<file path="config.mk">
export PLATFORM = sky130hd
export DESIGN_NAME = ram_arbiter2
export DESIGN_NICKNAME = d
export VERILOG_FILES = /design/src/rtl/socriscv_bus_pkg.sv /design/src/rtl/ram_arbiter2_if.sv /design/src/rtl/rd_tag_pipe.sv /design/src/rtl/ram_arbiter2.sv
export SDC_FILE = /design/constraint.sdc
export NUM_CORES = 1
export LEC_CHECK = 0
export ABC_AREA = 1
export CAP_MARGIN = 20
export CORE_AREA = 2 2 116 118
export CTS_CLUSTER_SIZE = 10
export DETAILED_ROUTE_END_ITERATION = 8
export DIE_AREA = 0 0 118 120
export PLACE_DENSITY_LB_ADDON = 0.1
export SLEW_MARGIN = 40
export SYNTH_ARGS = -nofsm -noshare
export SYNTH_HDL_FRONTEND = slang
export SYNTH_HIERARCHICAL = 1
export SYNTH_SLANG_ARGS = --single-unit
</file>
<file path="constraint.sdc">
create_clock -name iCLK -period 2.2 [get_ports iCLK]
set_input_delay 0.44 -clock iCLK [delete_from_list [all_inputs] [get_ports iCLK]]
set_output_delay 0.44 -clock iCLK [all_outputs]
set_load 0.01 [all_outputs]
</file>
<file path="src/rtl/socriscv_bus_pkg.sv">
// Shared bus types for the RAM arbiter: master ids, FSM states, read tag.
// Latency: n/a (types only).
// Backpressure: n/a (types only).
package socriscv_bus_pkg;

  localparam logic M_CORE = 1'b0;
  localparam logic M_AUX  = 1'b1;

  typedef enum logic [1:0] {
    ARB_IDLE = 2'd0,
    ARB_OWN0 = 2'd1,
    ARB_OWN1 = 2'd2
  } arb_state_e;

  typedef struct packed {
    logic valid;
    logic id;
  } rd_tag_t;

  // Ownership state that corresponds to a granted master id.
  function automatic arb_state_e own_state(input logic id);
    return id ? ARB_OWN1 : ARB_OWN0;
  endfunction

endpackage

</file>
<file path="src/rtl/ram_arbiter2_if.sv">
// Read-tag link between the arbiter issue stage and the tag pipe.
// Latency: wires only.
// Backpressure: none; a tag is pushed every cycle (invalid when no read).
// Ports: push_tag (arbiter -> pipe), tail_tag (pipe -> arbiter).
interface ram_arbiter2_if;
  import socriscv_bus_pkg::*;

  rd_tag_t push_tag;
  rd_tag_t tail_tag;

  modport arb  (output push_tag, input  tail_tag);
  modport pipe (input  push_tag, output tail_tag);
endinterface

</file>
<file path="src/rtl/rd_tag_pipe.sv">
// Shift pipe carrying {valid, id} read tags alongside the RAM read latency.
// Latency: DEPTH cycles from push_tag to tail_tag.
// Backpressure: none; shifts every cycle, async clear drops all tags.
// Ports: iCLK, iRST (active-low async clear), tag_if (pipe modport).
module rd_tag_pipe
  import socriscv_bus_pkg::*;
#(
  parameter int DEPTH = 1
) (
  input  logic            iCLK,
  input  logic            iRST,
  ram_arbiter2_if.pipe    tag_if
);

  rd_tag_t pipe_q [DEPTH];
  rd_tag_t pipe_d [DEPTH];

  always_comb begin
    pipe_d[0] = tag_if.push_tag;
    for (int i = 1; i < DEPTH; i++) begin
      pipe_d[i] = pipe_q[i-1];
    end
  end

  always_ff @(posedge iCLK or negedge iRST) begin
    if (!iRST) begin
      for (int i = 0; i < DEPTH; i++) begin
        pipe_q[i] <= '0;
      end
    end else begin
      for (int i = 0; i < DEPTH; i++) begin
        pipe_q[i] <= pipe_d[i];
      end
    end
  end

  assign tag_if.tail_tag = pipe_q[DEPTH-1];

endmodule

</file>
<file path="src/rtl/ram_arbiter2.sv">
// Two-master arbiter for a single-port RAM with registered strobes and tagged read return.
// Latency: grant combinational; strobes +1 cycle; read VALID +1+RD_LAT cycles after grant.
// Backpressure: a master holds REQ until GNT; the owner is pre-empted after MAX_HOLD grants under contention.
// Ports: iCLK/iRST, per-master REQ/WR/ADDR/DATA in and GNT/VALID/DATA out,
//        registered oRAM_CE/RD/WR/ADDR/DATA, iRAM_DATA, oOWNER (id of last grant).
module ram_arbiter2
  import socriscv_bus_pkg::*;
#(
  parameter int AW       = 32,
  parameter int DW       = 32,
  parameter int RD_LAT   = 1,
  parameter int MAX_HOLD = 8
) (
  input  logic          iCLK,
  input  logic          iRST,
  input  logic          iM0_REQ,
  input  logic          iM0_WR,
  input  logic [AW-1:0] iM0_ADDR,
  input  logic [DW-1:0] iM0_DATA,
  output logic          oM0_GNT,
  output logic          oM0_VALID,
  output logic [DW-1:0] oM0_DATA,
  input  logic          iM1_REQ,
  input  logic          iM1_WR,
  input  logic [AW-1:0] iM1_ADDR,
  input  logic [DW-1:0] iM1_DATA,
  output logic          oM1_GNT,
  output logic          oM1_VALID,
  output logic [DW-1:0] oM1_DATA,
  output logic          oRAM_CE,
  output logic          oRAM_RD,
  output logic          oRAM_WR,
  output logic [AW-1:0] oRAM_ADDR,
  output logic [DW-1:0] oRAM_DATA,
  input  logic [DW-1:0] iRAM_DATA,
  output logic          oOWNER
);

  localparam logic [7:0] HOLD_LIM = 8'(MAX_HOLD);

  arb_state_e    state_q, state_d;
  logic          last_q, last_d;
  logic [7:0]    hold_q, hold_d;
  logic          ce_q, ce_d, rd_q, rd_d, wr_q, wr_d;
  logic [AW-1:0] addr_q, addr_d;
  logic [DW-1:0] data_q, data_d;
  logic          owner_q, owner_d;

  logic          any_req;
  logic          win;

  // Winner selection. With both requesting, the owner keeps the bus until
  // its hold budget is used up; from IDLE the master that did not go last wins.
  always_comb begin
    any_req = iM0_REQ | iM1_REQ;
    win     = iM1_REQ;
    if (iM0_REQ && iM1_REQ) begin
      case (state_q)
        ARB_OWN0: win = (hold_q < HOLD_LIM) ? M_CORE : M_AUX;
        ARB_OWN1: win = (hold_q < HOLD_LIM) ? M_AUX : M_CORE;
        default:  win = ~last_q;
      endcase
    end
  end

  assign oM0_GNT = any_req & (win == M_CORE);
  assign oM1_GNT = any_req & (win == M_AUX);

  always_comb begin
    state_d = state_q;
    last_d  = last_q;
    hold_d  = hold_q;
    ce_d    = 1'b0;
    rd_d    = 1'b0;
    wr_d    = 1'b0;
    addr_d  = addr_q;
    data_d  = data_q;
    owner_d = owner_q;
    if (any_req) begin
      if (state_q == own_state(win)) begin
        hold_d = (hold_q == 8'hFF) ? hold_q : hold_q + 8'd1;
      end else begin
        state_d = own_state(win);
        hold_d  = 8'd1;
        last_d  = win;
      end
      ce_d    = 1'b1;
      wr_d    = win ? iM1_WR : iM0_WR;
      rd_d    = ~wr_d;
      addr_d  = win ? iM1_ADDR : iM0_ADDR;
      data_d  = win ? iM1_DATA : iM0_DATA;
      owner_d = win;
    end else begin
      state_d = ARB_IDLE;
    end
  end

  always_ff @(posedge iCLK or negedge iRST) begin
    if (!iRST) begin
      state_q <= ARB_IDLE;
      last_q  <= M_AUX;
      hold_q  <= 8'd0;
      ce_q    <= 1'b0;
      rd_q    <= 1'b0;
      wr_q    <= 1'b0;
      addr_q  <= '0;
      data_q  <= '0;
      owner_q <= 1'b0;
    end else begin
      state_q <= state_d;
      last_q  <= last_d;
      hold_q  <= hold_d;
      ce_q    <= ce_d;
      rd_q    <= rd_d;
      wr_q    <= wr_d;
      addr_q  <= addr_d;
      data_q  <= data_d;
      owner_q <= owner_d;
    end
  end

  assign oRAM_CE   = ce_q;
  assign oRAM_RD   = rd_q;
  assign oRAM_WR   = wr_q;
  assign oRAM_ADDR = addr_q;
  assign oRAM_DATA = data_q;
  assign oOWNER    = owner_q;

  // The tag enters the pipe from the registered strobe stage, so it lines up
  // with RAM data that appears RD_LAT cycles after oRAM_RD.
  ram_arbiter2_if tag_if ();

  assign tag_if.push_tag = '{valid: rd_q, id: owner_q};

  rd_tag_pipe #(.DEPTH(RD_LAT)) u_rd_tag_pipe (
    .iCLK   (iCLK),
    .iRST   (iRST),
    .tag_if (tag_if.pipe)
  );

  assign oM0_VALID = tag_if.tail_tag.valid & (tag_if.tail_tag.id == M_CORE);
  assign oM1_VALID = tag_if.tail_tag.valid & (tag_if.tail_tag.id == M_AUX);
  assign oM0_DATA  = iRAM_DATA;
  assign oM1_DATA  = iRAM_DATA;

endmodule

</file>
==> results of run 1 <==
power breakdown:
part / leakage (nW) / switching, mW / internal [mW]
sequential: 0.977 / 0.121 / 1.71
clock: 0.159 / 0.615 / 1.02
combinational: 1.73 / 0.569 / 0.718
registers in the layout, indices dropped and copies added (netlist names):
name,flops
hold_q,8
last_q,1
oOWNER,1
oRAM_ADDR,32
oRAM_CE,1
oRAM_DATA,32
oRAM_RD,1
oRAM_WR,1
state_q,2
u_rd_tag_pipe/tag_if.tail_tag,2
metal layers:
| layer | part of all wire [%] | GRT usage, % |
|---|---|---|
| met5 | 0 | 0 |
| met4 | 2.3 | 7.76 |
| met3 | 10 | 7.37 |
| met2 | 49 | 29.9 |
| met1 | 39 | 19.1 |
logic make-up after synthesis:
| kind of cell | after synthesis |
|---|---|
| adders and majority gates | 3 |
| AOI/OAI and AO/OA | 6 |
| buffers and inverters | 106 |
| and+or+nand+nor | 311 |
| DFF | 81 |
| xor gates and xnor gates | 2 |
critical path, cell delays in order, from the launching register on:
cell	delay [ps]
dfrtp_1	380
inv_2	80
ha_4	200
a21boi_2	140
nand3_2	100
nand2_4	90
inv_2	40
dlygate4sd2_1	290
per-stage QoR:
stage / std cells / area [um^2] / power (mW)
3_5_place_dp: 817 / 5940 / 3.15
2_1_floorplan: 509 / 4190 / 2.47
4_1_cts: 834 / 6290 / 4.84
5_1_grt: 836 / 6300 / 5.02
3_3_place_gp: 817 / 5940 / 3.13
6_report: 836 / 6300 / 4.75
cell type report:
class,instances,area [um^2],share of cell area [%]
Inverter,21,78.8,1.25
Sequential cell,81,2030,32.2
Multi-Input combinational cell,322,1460,23.3
Timing Repair Buffer,220,2180,34.7
Clock buffer,11,243,3.86
Clock inverter,5,78.8,1.25
Tap cell,176,220,3.50
worst paths after layout:
kind                       startpoint  cells after the start  slack [ps]                               end
max                        state_q[0]                      7         100                           oM1_GNT
min                           oRAM_RD                      0         380  u_rd_tag_pipe/tag_if.tail_tag[1]
max reg2reg                state_q[0]                     10         200                     oRAM_ADDR[13]
min reg2reg                   oRAM_RD                      0         380  u_rd_tag_pipe/tag_if.tail_tag[1]
max in group asynchronous        iRST                      3         980                         hold_q[1]
min in group asynchronous        iRST                      2         590                      oRAM_ADDR[0]
timing repair:
item,in CTS,in global routing
hold buffers,1,0
endpoints found under the hold margin,7,0
resized for setup,6,2
endpoints found under the setup margin,2,12
pin swaps,0,2
setup buffers,0,2
placed cells by master, fill, tap and decap left out, types with 3 or more instances in the layout:
| master | count |
|---|---|
| a21oi_1 | 3 |
| buf_4 | 13 |
| clkbuf_16 | 9 |
| clkdlybuf4s50_1 | 202 |
| dfrtp_1 | 80 |
| inv_1 | 17 |
| inv_2 | 4 |
| nand2_1 | 195 |
| nand2_2 | 21 |
| nand3_1 | 75 |
| nand4_1 | 4 |
| nor2_1 | 9 |
==> metrics.txt, run 1 <==
remaining antenna violation count=0; CP Capture Type=primary output; most frequent cell after synthesis=nand2_1; top cells by count, synth=195 x nand2_1, 80 x dfrtp_1, 75 x nand3_1; total length of routed wires=12000 um; H-tree depth=3; # nets final=824; Layout area overhead=50.1%; layout cells sized above 1=9.85%; CTS tree=yes; ys async rst share=100%; maximum clock rate=0.477 GHz; Synth Flop Type=dfrtp_1; Pre-antenna DRT Iters=4; Starting Density=32.3%; FILL cells=1271; wire length of the first global-routing pass=19500 um; largest net degree at the start of global routing=68; Die X=118 um; worst-path maximum fanout=3; DP HPWL=8480 um; pre-CTS WS=-238 ps; # clock sinks=81; Distinct cells, synth=26; core outline area=0.0130 mm^2; minimum clock period=2100 ps; CP startpoint kind=flip-flop; DR vias/cell=4.47; Remaining DRCs=0; Tot GR Track Use=17.5%; GRT Residual Overflow=0; Clock Latency Late Sink=340 ps; DR iter-0 viols=123; Top-Level Pins=302; Hold Slack=376 ps; #FFs+latches synth=81; final worst slack=103 ps; largest cells by area after synthesis=dfrtp_1 48%, nand2_1 17%, buf_4 11%, nand3_1 8.9%, nand2_2 3.1%; EDFF count, synth=0; initial antenna violation count=0; CTS max path bufs=2; status=finished clean; sequential cell area fraction in the yosys report=48.4%; skew final=7.66 ps; maximum VDD drop=0.000298 V; GP Congestion=0.797; post-synth top area cell=dfrtp_1; post-synth net total=678; total die area=0.0142 mm^2; Final Hold Viols=0; CP required=1760 ps; Hold Crit Class=flip-flop to flip-flop; CTS buffer count=9; Gate Count Post-Synth=509; Post-Synth XOR/XNOR Area=0.418%; Ant. Diodes=0; WS Path Type=flip-flop to primary output; routed via count=3741; Mapped Area=0.00419 mm^2; clock root buffer=clkbuf_16; row cnt=42; Worst-path clk slew=60 ps; Setup-failing EPs final=0; routed length per instance=14.3 um; vias in the first global route=3889; maxcap violations=0; Worst-Margin Slew=741 ps; fin util=48.5%; Ys Warns=6; largest family of logic cells by synthesized area=simple AND/OR/NAND/NOR gates; compound-cell area share of the yosys netlist=0.776%; IO buf count=205; Leak=2.86 nW; Final period util=95.3%; Synth Area per Inst=8.24 um^2; post-route setup TNS=0 ps; Die Ht=120 um; PwrDens=755 mW/mm^2; Yosys top cell area share=47.7%; Slew HR=50.6%; RSZ-0062 raised after global routing=no; Synth Area in Adders=0.895%; simple-gate share of the synthesized area=32.2%; Final Max Tran Viols=0; mux contribution to synthesized area=0%; WP data arrival=1660 ps
(Power assumes the default switching activity.)
==> inputs of run 2 (changes only) <==
--- a/config.mk
+++ b/config.mk
@@ -11,6 +11,8 @@
 export CTS_CLUSTER_SIZE = 10
 export DETAILED_ROUTE_END_ITERATION = 8
 export DIE_AREA = 0 0 118 120
+export GPL_TIMING_DRIVEN = 0
+export HOLD_SLACK_MARGIN = 0.1
 export PLACE_DENSITY_LB_ADDON = 0.1
 export SLEW_MARGIN = 40
 export SYNTH_ARGS = -nofsm -noshare
==> run 2 against run 1 <==
Net effect: first-iteration DRC count decreased by 9.8%; critical path depth increased by 1; global-route usage increased by 1.0 points; total power increased by 2.6%.
==> metrics.txt, run 2 (synthesis results as in run 1) <==
PwrDens=650 mW/mm^2 (-14%); Slew HR=67.3% (+17 points); beginning of the worst hold path=oRAM_RD; status=finished clean; Worst-path clk slew=60 ps (about the same); Pre-antenna DRT Iters=4 (unchanged); final std cell area, no fill=0.00750 mm^2 (+19%); minimum clock period=2090 ps (-6.68 ps); Final period util=95.0% (-0.30 points); Die X=118 um (unchanged); DR vias/cell=4.32 (-3.5%); layout cells sized above 1=16.7% (+6.9 points); CTS max path bufs=2 (unchanged); Ant. Diodes=0 (unchanged); Worst-Margin Slew=491 ps (-250 ps); Hold Slack=385 ps (+9.60 ps); vias in the first global route=4379 (+13%); Int Power=3.51 mW (+1.9%); Final Hold Viols=0 (unchanged); # nets final=965 (+17%); CTS buffer count=9 (unchanged); Sequential Power Share=37.5% (-0.9 points); Starting Density=32.3% (unchanged); sw frac=27.9% (+0.50 points); CP required=1760 ps (about the same); DR iter-0 viols=111 (-9.8%); commonest non-fill, non-tap cells in the layout=265 x clkdlybuf4s50_1, 195 x nand2_1, 80 x dfrtp_1, 75 x nand3_1, 71 x buf_4; WS Path Type=flip-flop to primary output; row cnt=42 (unchanged); r2r setup slk=280 ps (+80 ps); maximum clock rate=0.478 GHz (+0.32%); Hold Crit Class=flip-flop to flip-flop; GP Congestion=0.790 (-0.89%); CTS tree=yes; wire length of the first global-routing pass=21100 um (+8.1%); hold path endpoint=u_rd_tag_pipe/tag_if.tail_tag[1]; GRT Residual Overflow=0 (unchanged); largest net degree at the start of global routing=51 (-25%); RR Endpoint=hold_q[2]; Setup-failing EPs final=0 (unchanged); Top-Level Pins=302 (unchanged); clock root buffer=clkbuf_16; WP data arrival=1650 ps (about the same); DP Area=0.00714 mm^2 (+20%); Remaining DRCs=0 (unchanged); remaining antenna violation count=0 (unchanged); Net Sw Power=1.36 mW (+4.5%); CP startpoint kind=flip-flop; H-tree depth=3 (unchanged); final worst slack=109 ps (+6.68 ps); skew final=3.97 ps (-3.68 ps); RSZ-0062 raised after global routing=no; Layout area overhead=78.8%; worst-path maximum fanout=3 (unchanged); Final Max Tran Viols=0 (unchanged); total die area=0.0142 mm^2 (unchanged); maxcap violations=0 (unchanged); commonest non-fill, non-tap cell in the layout=clkdlybuf4s50_1; hold path cells=0 (unchanged); Reg2Reg Depth=11 (+1); Clock Latency Late Sink=330 ps (about the same); maximum VDD drop=0.000322 V (+8.3%); Power, Total=4.87 mW (+2.6%); worst flop-to-flop path startpoint=state_q[1]; Leak=3.46 nW (+21%); Tot GR Track Use=18.5% (+1.0 points); routed via count=4220 (+13%); DP HPWL=10500 um (+24%); Logic pwr share=32.6% (+5.5 points); pre-CTS WS=-571 ps (-334 ps); CP Capture Type=primary output; routed length per instance=13.6 um (-4.8%); IO buf count=269 (+31%); core outline area=0.0130 mm^2 (unchanged); total length of routed wires=13300 um (+11%); Die Ht=120 um (unchanged); Clock Power Share=29.9% (-4.6 points); initial antenna violation count=0 (unchanged); # clock sinks=81 (unchanged)
run 2: cell types whose count changed in the layout (fill, tap and decap cells not counted), sizes merged:
cell,delta
buf,+71
bufinv,-1
clkbuf,+8
clkdlybuf4s50,+63
dlygate4sd2,-1
dlymetal6s2s,+1
run 2: worst max path at each step:
| stage | startpoint | endpoint | slack [ps] | cells after the start |
|---|---|---|---|---|
| finish | state_q[0] | oM0_GNT | 110 | 8 |
| global route | state_q[0] | oM0_GNT | 70 | 8 |
| CTS | state_q[0] | oM0_GNT | 10 | 8 |
| detailed placement | iM1_REQ | oM0_GNT | -570 | 7 |
| global placement | iRST | oRAM_ADDR[30] | -2390 | 1 |
| floorplan | state_q[0] | oM0_GNT | 400 | 8 |
run 2: stage by stage:
| step | setup TNS [ps] | cells | util [%] |
|---|---|---|---|
| 3_5_place_dp | -6150 | 955 | 55.0 |
| 3_3_place_gp | -195590 | 954 | 54.8 |
| 6_report | 0 | 977 | 57.8 |
| 2_1_floorplan | 0 | 509 | - |
| 5_1_grt | 0 | 977 | 57.8 |
| 4_1_cts | 0 | 976 | 57.7 |
run 2: timing repair:
item	CTS	global route
setup endpoints to repair	2	2
hold buffers	1	0
pin swaps	3	5
endpoints found under the hold margin	31	0
resized for setup	12	5
buffers inserted	6	1
run 2: area by class of cell:
class,instances,area [um^2]
Clock buffer,12,236
Sequential cell,81,2030
Clock inverter,4,45.0
Buffer,83,637
Multi-Input combinational cell,322,1470
Inverter,21,86.3
Timing Repair Buffer,278,2780
Tap cell,176,220
Fill cell,1192,5480
run 2: routing by layer:
metal  wire length, um  global-route usage, %
met4               130                   4.52
met3              1230                   6.84
met1              5170                   20.7
met2              6760                   33.5
met5                 0                      0
run 2: power by group through the flow:
stage          Clock [mW]  Sequential (mW)  Combinational, mW
2_1_floorplan           0             1.93              0.539
5_1_grt              1.56             1.86               1.73
3_5_place_dp            0             1.85               1.58
4_1_cts              1.50             1.83               1.61
3_3_place_gp            0             1.84               1.55
6_report             1.46             1.83               1.59
run 2: worst max-delay path, stage by stage (launching register included):
cell	delay [ps]
dfrtp_1	400
inv_2	90
ha_4	200
a21boi_2	150
nand3_2	120
nand2_4	110
nand2_4	80
inv_6	60
buf_2	120
==> inputs of run 3 (changes only) <==
--- a/config.mk
+++ b/config.mk
@@ -8,7 +8,7 @@
 export ABC_AREA = 1
 export CAP_MARGIN = 20
 export CORE_AREA = 2 2 116 118
-export CTS_CLUSTER_SIZE = 10
+export CTS_CLUSTER_SIZE = 20
 export DETAILED_ROUTE_END_ITERATION = 8
 export DIE_AREA = 0 0 118 120
 export GPL_TIMING_DRIVEN = 0
==> results of run 3 <==
No change in the layout: final DEF, timing and power equal those of run 2.
